--- config.mk ---
export PLATFORM = sky130hd
export DESIGN_NAME = regfile_decoded
export DESIGN_NICKNAME = d
export VERILOG_FILES = /design/src/rtl/regfile_decoded.sv
export SDC_FILE = /design/constraint.sdc
export NUM_CORES = 1
export LEC_CHECK = 0
export BUFFER_PORTS_ARGS = -buffer_cell sky130_fd_sc_hd__buf_2
export CORE_MARGIN = 4
export CORE_UTILIZATION = 60
export DETAILED_ROUTE_END_ITERATION = 7
export PLACE_DENSITY = 0.79
export SLEW_MARGIN = 10
export SYNTH_ARGS = -nofsm -noshare
export SYNTH_HDL_FRONTEND = slang
export SYNTH_SLANG_ARGS = --single-unit
--- constraint.sdc ---
create_clock -name clk -period 9.75 [get_ports clk]
set_input_delay 1.95 -clock clk [delete_from_list [all_inputs] [get_ports clk]]
set_output_delay 1.95 -clock clk [all_outputs]
set_load 0.05 [all_outputs]
--- src/rtl/regfile_decoded.sv ---
// regfile_decoded: NREG x DATA_W register file with a one-hot decoded write
// select (Wordline), one write port and two combinational read ports.
// Register 0 is hardwired to zero when ZERO_REG0 = 1.
// Optional feature macro REGFILE_BYPASS_EN: when defined, a read of the
// register being written in the same cycle returns DstData (write-before-read).
// When undefined, such a read returns the value stored before the edge.
module regfile_decoded #(
  parameter int DATA_W    = 16,
  parameter int ADDR_W    = 4,
  parameter int ZERO_REG0 = 1
) (
  input  logic                     clk,
  input  logic                     rst,
  input  logic                     WriteReg,
  input  logic [ADDR_W-1:0]        DstReg,
  input  logic [DATA_W-1:0]        DstData,
  input  logic [ADDR_W-1:0]        SrcReg1,
  input  logic [ADDR_W-1:0]        SrcReg2,
  output logic [DATA_W-1:0]        SrcData1,
  output logic [DATA_W-1:0]        SrcData2,
  output logic [(2**ADDR_W)-1:0]   Wordline
);

  localparam int NREG = 2**ADDR_W;

  logic [DATA_W-1:0] regs [NREG];

  // Write select decode: at most one bit set; bit 0 suppressed for a zero register.
  always_comb begin
    Wordline = '0;
    for (int i = 0; i < NREG; i++) begin
      Wordline[i] = WriteReg && (DstReg == ADDR_W'(i));
    end
    if (ZERO_REG0 != 0) begin
      Wordline[0] = 1'b0;
    end
  end

  // Storage array: async clear, each register loads only when its wordline is set.
  always_ff @(posedge clk or posedge rst) begin
    if (rst) begin
      for (int i = 0; i < NREG; i++) begin
        regs[i] <= '0;
      end
    end else begin
      for (int i = 0; i < NREG; i++) begin
        if (Wordline[i]) begin
          regs[i] <= DstData;
        end
      end
    end
  end

  // Read port 1: stored value, optional same-cycle forward, then zero overrides.
  always_comb begin
    SrcData1 = regs[SrcReg1];
`ifdef REGFILE_BYPASS_EN
    if (Wordline[SrcReg1]) begin
      SrcData1 = DstData;
    end
`endif
    if (rst || ((ZERO_REG0 != 0) && (SrcReg1 == '0))) begin
      SrcData1 = '0;
    end
  end

  // Read port 2: identical structure to port 1, fully independent.
  always_comb begin
    SrcData2 = regs[SrcReg2];
`ifdef REGFILE_BYPASS_EN
    if (Wordline[SrcReg2]) begin
      SrcData2 = DstData;
    end
`endif
    if (rst || ((ZERO_REG0 != 0) && (SrcReg2 == '0))) begin
      SrcData2 = '0;
    end
  end

endmodule

; After elaboration in Yosys (flattened, before gate mapping)
; Cells that the tools add are included.
[word_totals]
word_cells = 61
regBits = 240
output_inout_bits = 48
input_bits = 31
[op_classes]
bitwise = 2
n_mux = 8
eq_ne = 15
n_reduce_logical = 19
order_cmp = 2
[ops]
columns = operator, n
row1 = $bmux 16 s4, 2
row2 = $mux 16, 6
row3 = $eq 4x4->1 const B, 8
row4 = $eq 4x3->1 const B, 4
row5 = $logic_and 1x1->1, 15
row6 = $ge 5x5->1 const B, 2
row7 = $not 4->5, 2
row8 = $eq 4x2->1 const B, 2
row9 = $logic_not 4->1, 2
row10 = $eq 4x1->1 const B, 1
row11 = $logic_or 1x1->1, 2

; Longest topological paths before layout
[depth]
word_depth = 5
mapped_depth = 7
ltp_nobuf = 4

; Worst setup path before layout
; No wires, ideal clock.
[synth_path]
path_type = in2out
startpoint = input SrcReg2[1]
endpoint = output SrcData2[6]
setup_slack_ns = 3.830
stages = 7
t_arrival_ns = 3.970
n_path_buf = 3
required_time_ns = 7.800
cell_sequence = buf_4 > buf_6 > nor3_1 > nor3_1 > buf_2 > a22oi_1 > o21ai_0
[synth_between]
elab_chain_len = 5
word_cells_on_any_way = 7
cone_classes = mux (4) / bitwise (1) / reduce/logical (2)
[synth_rtl]
columns = item, line
row1 = "start, declared", 18  ; input logic [ADDR_W-1:0] SrcReg2,
row2 = $not 4->5 (not written as such), 69  ; SrcData2 = regs[SrcReg2];
row3 = $bmux 16 s4, 69
row4 = $mux 16 (not written as such) (2 in a row), 69
row5 = $mux 16 *, 75  ; if (rst || ((ZERO_REG0 != 0) && (SrcReg2 == '0))) begin
row6 = "end, declared", 20  ; output logic [DATA_W-1:0] SrcData2,
; Mark *: on every way between the ends. The rest lies on a longest branch, timed or not. The select of a mux whose other input is x is not followed.

; Final worst setup path
[layout_path]
startpoint = input SrcReg2[1]
endpoint = output SrcData2[15]
; The elaborated chain is that of the path after synthesis.

==> flow_metrics.tcl <==
set metrics [dict create \
    outcome "completed" \
    p_clk_frac 0.318 \
    seq_power_share 0.444 \
    powerDensity_nw_per_um2 220 \
    cap_violations 0 \
    drive_gt1_frac 0.575 \
    grt-ovfl-total 0 \
    place_area_um2 13500 \
    synth.distinct_cells 30 \
    postCtsSetupBuffers 0 \
    area_delta_synth_final_pct 10.4 \
    p_comb_frac 0.238 \
    period_share 0.740 \
    fin_setup_tns_ns 0 \
    cts_buffers 27 \
    clock_sinks 240 \
    ys_seq_elements 240 \
    root_buffer "clkbuf_16" \
    syn_nets 899 \
    post_drt_wl_per_cell_um 28.4 \
    largestRegisters "regs (240)" \
    cts_tree "yes" \
    crit_fanout 26 \
    fmax_ghz 0.139 \
    port_buffers 77 \
    yosysTopAreaCellShare 0.461 \
    cpMostUsedCell "buf_4" \
    design_area_um2 14400 \
    arrival_ns 5.27 \
    regMostFlops "regs" \
    rsz0062_at_grt "false" \
    n_antenna_cell 0 \
    ys.warnings.count 0 \
    routabilityCongestion 0.805 \
    post-route-util 0.678 \
    critPathMaxStageDelay_ns 0.71 \
    peakVddDrop_v 0.000129 \
    tightest_slew_ns 1.33 \
    initial_core_util 0.614 \
    antenna_found_initial 1 \
    insertion_delay_ns 0.52 \
    hold_violations 0 \
    grtUsageTotal 0.287 \
    cp_slowest_cell "nor2b_1" \
    ys_seq_area_frac 0.461 \
    vias 8612 \
    dieArea_um2 24100 \
    drc_errors 0 \
    critPathKind "input port to primary output" \
    synth_cells 868 \
    setup_viol 0 \
    crit_chain "buf_2 -> buf_4 -> buf_4 -> nor2b_1 -> buf_4 -> a221o_1 -> a22oi_1 -> o21ai_0 -> buf_2" \
    largest_register_ffs 240 \
    dp_hpwl_mm 19.9 \
    yosys-top-cells-area "dfrtp_1 46%, mux2_2 22%, mux4_2 17%, a221o_1 2.3%, mux2_4 2.1%" \
    die_w_um 155 \
    cts_hold_buffers 0 \
    grt_pass1_vias 8947 \
    startpoint_type "input port" \
    grt_max_degree 95 \
    fillers 1469 \
    htree_levels 1 \
    drv_slew 0 \
    grt_pass1_wl_mm 53.5 \
    cts_resized 0 \
    hp-class "flip-flop to flip-flop" \
    period_needed_ns 7.22 \
    synth_area_leader_cell "dfrtp_1" \
    die_h_um 155 \
    clk_pin_slew_ns 0.06 \
    end_kind "primary output" \
    avgSynthCellArea_um2 15.0 \
    first_pass_iters 5 \
    syn-cell-area_um2 13000 \
    fp-row-count 53 \
    pin_count 79 \
    p_sw_frac 0.285 \
    finalWirelength_mm 34.1 \
    p_leak_nw 6.09 \
    required_ns 7.80 \
    ant_nets 0 \
    intPower_mw 2.26 \
    maxSlewHeadroom 0.110 \
    core_um2 21200 \
    num-nets-final 943 \
    first_iter_violations 857 \
    skew_ns 0 \
    vias_per_cell 7.15 \
    p_switching_uw 904 \
    clockBufferDepth 3 \
]
[synthesized netlist by cell type]
cell and count:
nor3_1 4, or3b_4 1, nand2_1 4, mux4_2 96, or2_1 2, clkbuf_1 36, a22oi_1 31, a221o_1 30
conb_1 1, mux2i_1 1, nand2b_1 2, nand3b_1 2, a22o_1 2, or3_1 3, mux2_4 18, buf_2 33
nand3_1 1, o21ai_0 23, buf_4 10, buf_6 6, o21ai_1 9, and2_1 2, nor2_2 10, dfrtp_1 240
inv_1 6, a32oi_1 30, buf_12 2, buf_1 3, mux2_2 256, nor2b_1 4
[metal layers]
metal | up-vias | wire length (um) | GRT usage
li1 | 3536 | - | -
met1 | 4586 | 13800 | 0.397
met2 | 404 | 16700 | 0.471
met3 | 84 | 2670 | 0.0495
met4 | 2 | 1030 | 0.0913
met5 | - | 8 | 0
[worst paths after layout]
path,from,endpoint,slack [ns],cells after the start
max reg2reg,regs[81]$_DFFE_PP0P_,regs[81]$_DFFE_PP0P_,8.94,1
max in group asynchronous,rst,regs[205]$_DFFE_PP0P_,6.64,3
min,regs[18]$_DFFE_PP0P_,regs[18]$_DFFE_PP0P_,0.52,1
min reg2reg,regs[18]$_DFFE_PP0P_,regs[18]$_DFFE_PP0P_,0.52,1
max,SrcReg2[1],SrcData2[15],2.53,9
min in group asynchronous,rst,regs[97]$_DFFE_PP0P_,1.60,2
[cells by family (layout without fill, tap and decap cells)]
group | Yosys count | in the layout | synth area share
buffers and inverters | 96 | 157 | 0.0396
muxes | 371 | 371 | 0.409
other | 1 | 1 | 0.000288
DFF | 240 | 240 | 0.461
AOI/OAI and AO/OA | 125 | 125 | 0.0747
and+or+nand+nor | 35 | 35 | 0.0161
[cells in the final DEF (no fill, tap or decap), types with 3 or more instances in the layout]
| cell | instances |
|---|---|
| a221o_1 | 30 |
| a22oi_1 | 31 |
| a32oi_1 | 30 |
| buf_2 | 75 |
| buf_4 | 30 |
| clkbuf_1 | 3 |
| clkbuf_16 | 27 |
| clkbuf_8 | 6 |
| clkinv_2 | 4 |
| clkinvlp_4 | 3 |
| dfrtp_1 | 240 |
| inv_1 | 5 |
| mux2_2 | 256 |
| mux2_4 | 18 |
| mux4_2 | 96 |
| nand2_1 | 4 |
| nor2_2 | 10 |
| o21ai_0 | 23 |
| o21ai_1 | 9 |
| or3_1 | 3 |
[stage by stage]
| step | power [mW] | hold WS (ns) | setup WS (ns) | cells |
|---|---|---|---|---|
| after floorplan | 1.98 | 0.492 | 1.21 | 868 |
| after global placement | 2.12 | 0.501 | 2.70 | 1158 |
| after detailed placement | 2.16 | 0.511 | 2.61 | 1158 |
| after CTS | 3.17 | 0.525 | 2.63 | 1204 |
| after global routing | 3.30 | 0.539 | 2.48 | 1204 |
| final | 3.17 | 0.521 | 2.53 | 1204 |
[cell type report]
class                      count  area (um2)  area share
clock inverter                10         114     0.00791
timing repair buffer         105         601      0.0417
sequential                   240        6010       0.417
clock buffer                  36         769      0.0535
tap                          275         344      0.0239
multi-input combinational    532        6530       0.454
inverter                       6        30.0     0.00209
[power by group through the flow]
stage | Clock (mW) | Sequential (mW) | Combinational, mW
2_1_floorplan | 0 | 1.35 | 0.630
3_3_place_gp | 0 | 1.39 | 0.729
3_5_place_dp | 0 | 1.41 | 0.749
4_1_cts | 1.02 | 1.40 | 0.755
5_1_grt | 1.06 | 1.43 | 0.805
6_report | 1.01 | 1.41 | 0.754
[worst max-delay path: cells and delay by family]
family / cells / cell delay [ns]
AO/OA/AOI/OAI: 3 / 0.57
buffers and inverters: 5 / 1.99
AND/OR/NAND/NOR: 1 / 0.71
Note: power is estimated with default switching activity, not from simulation.
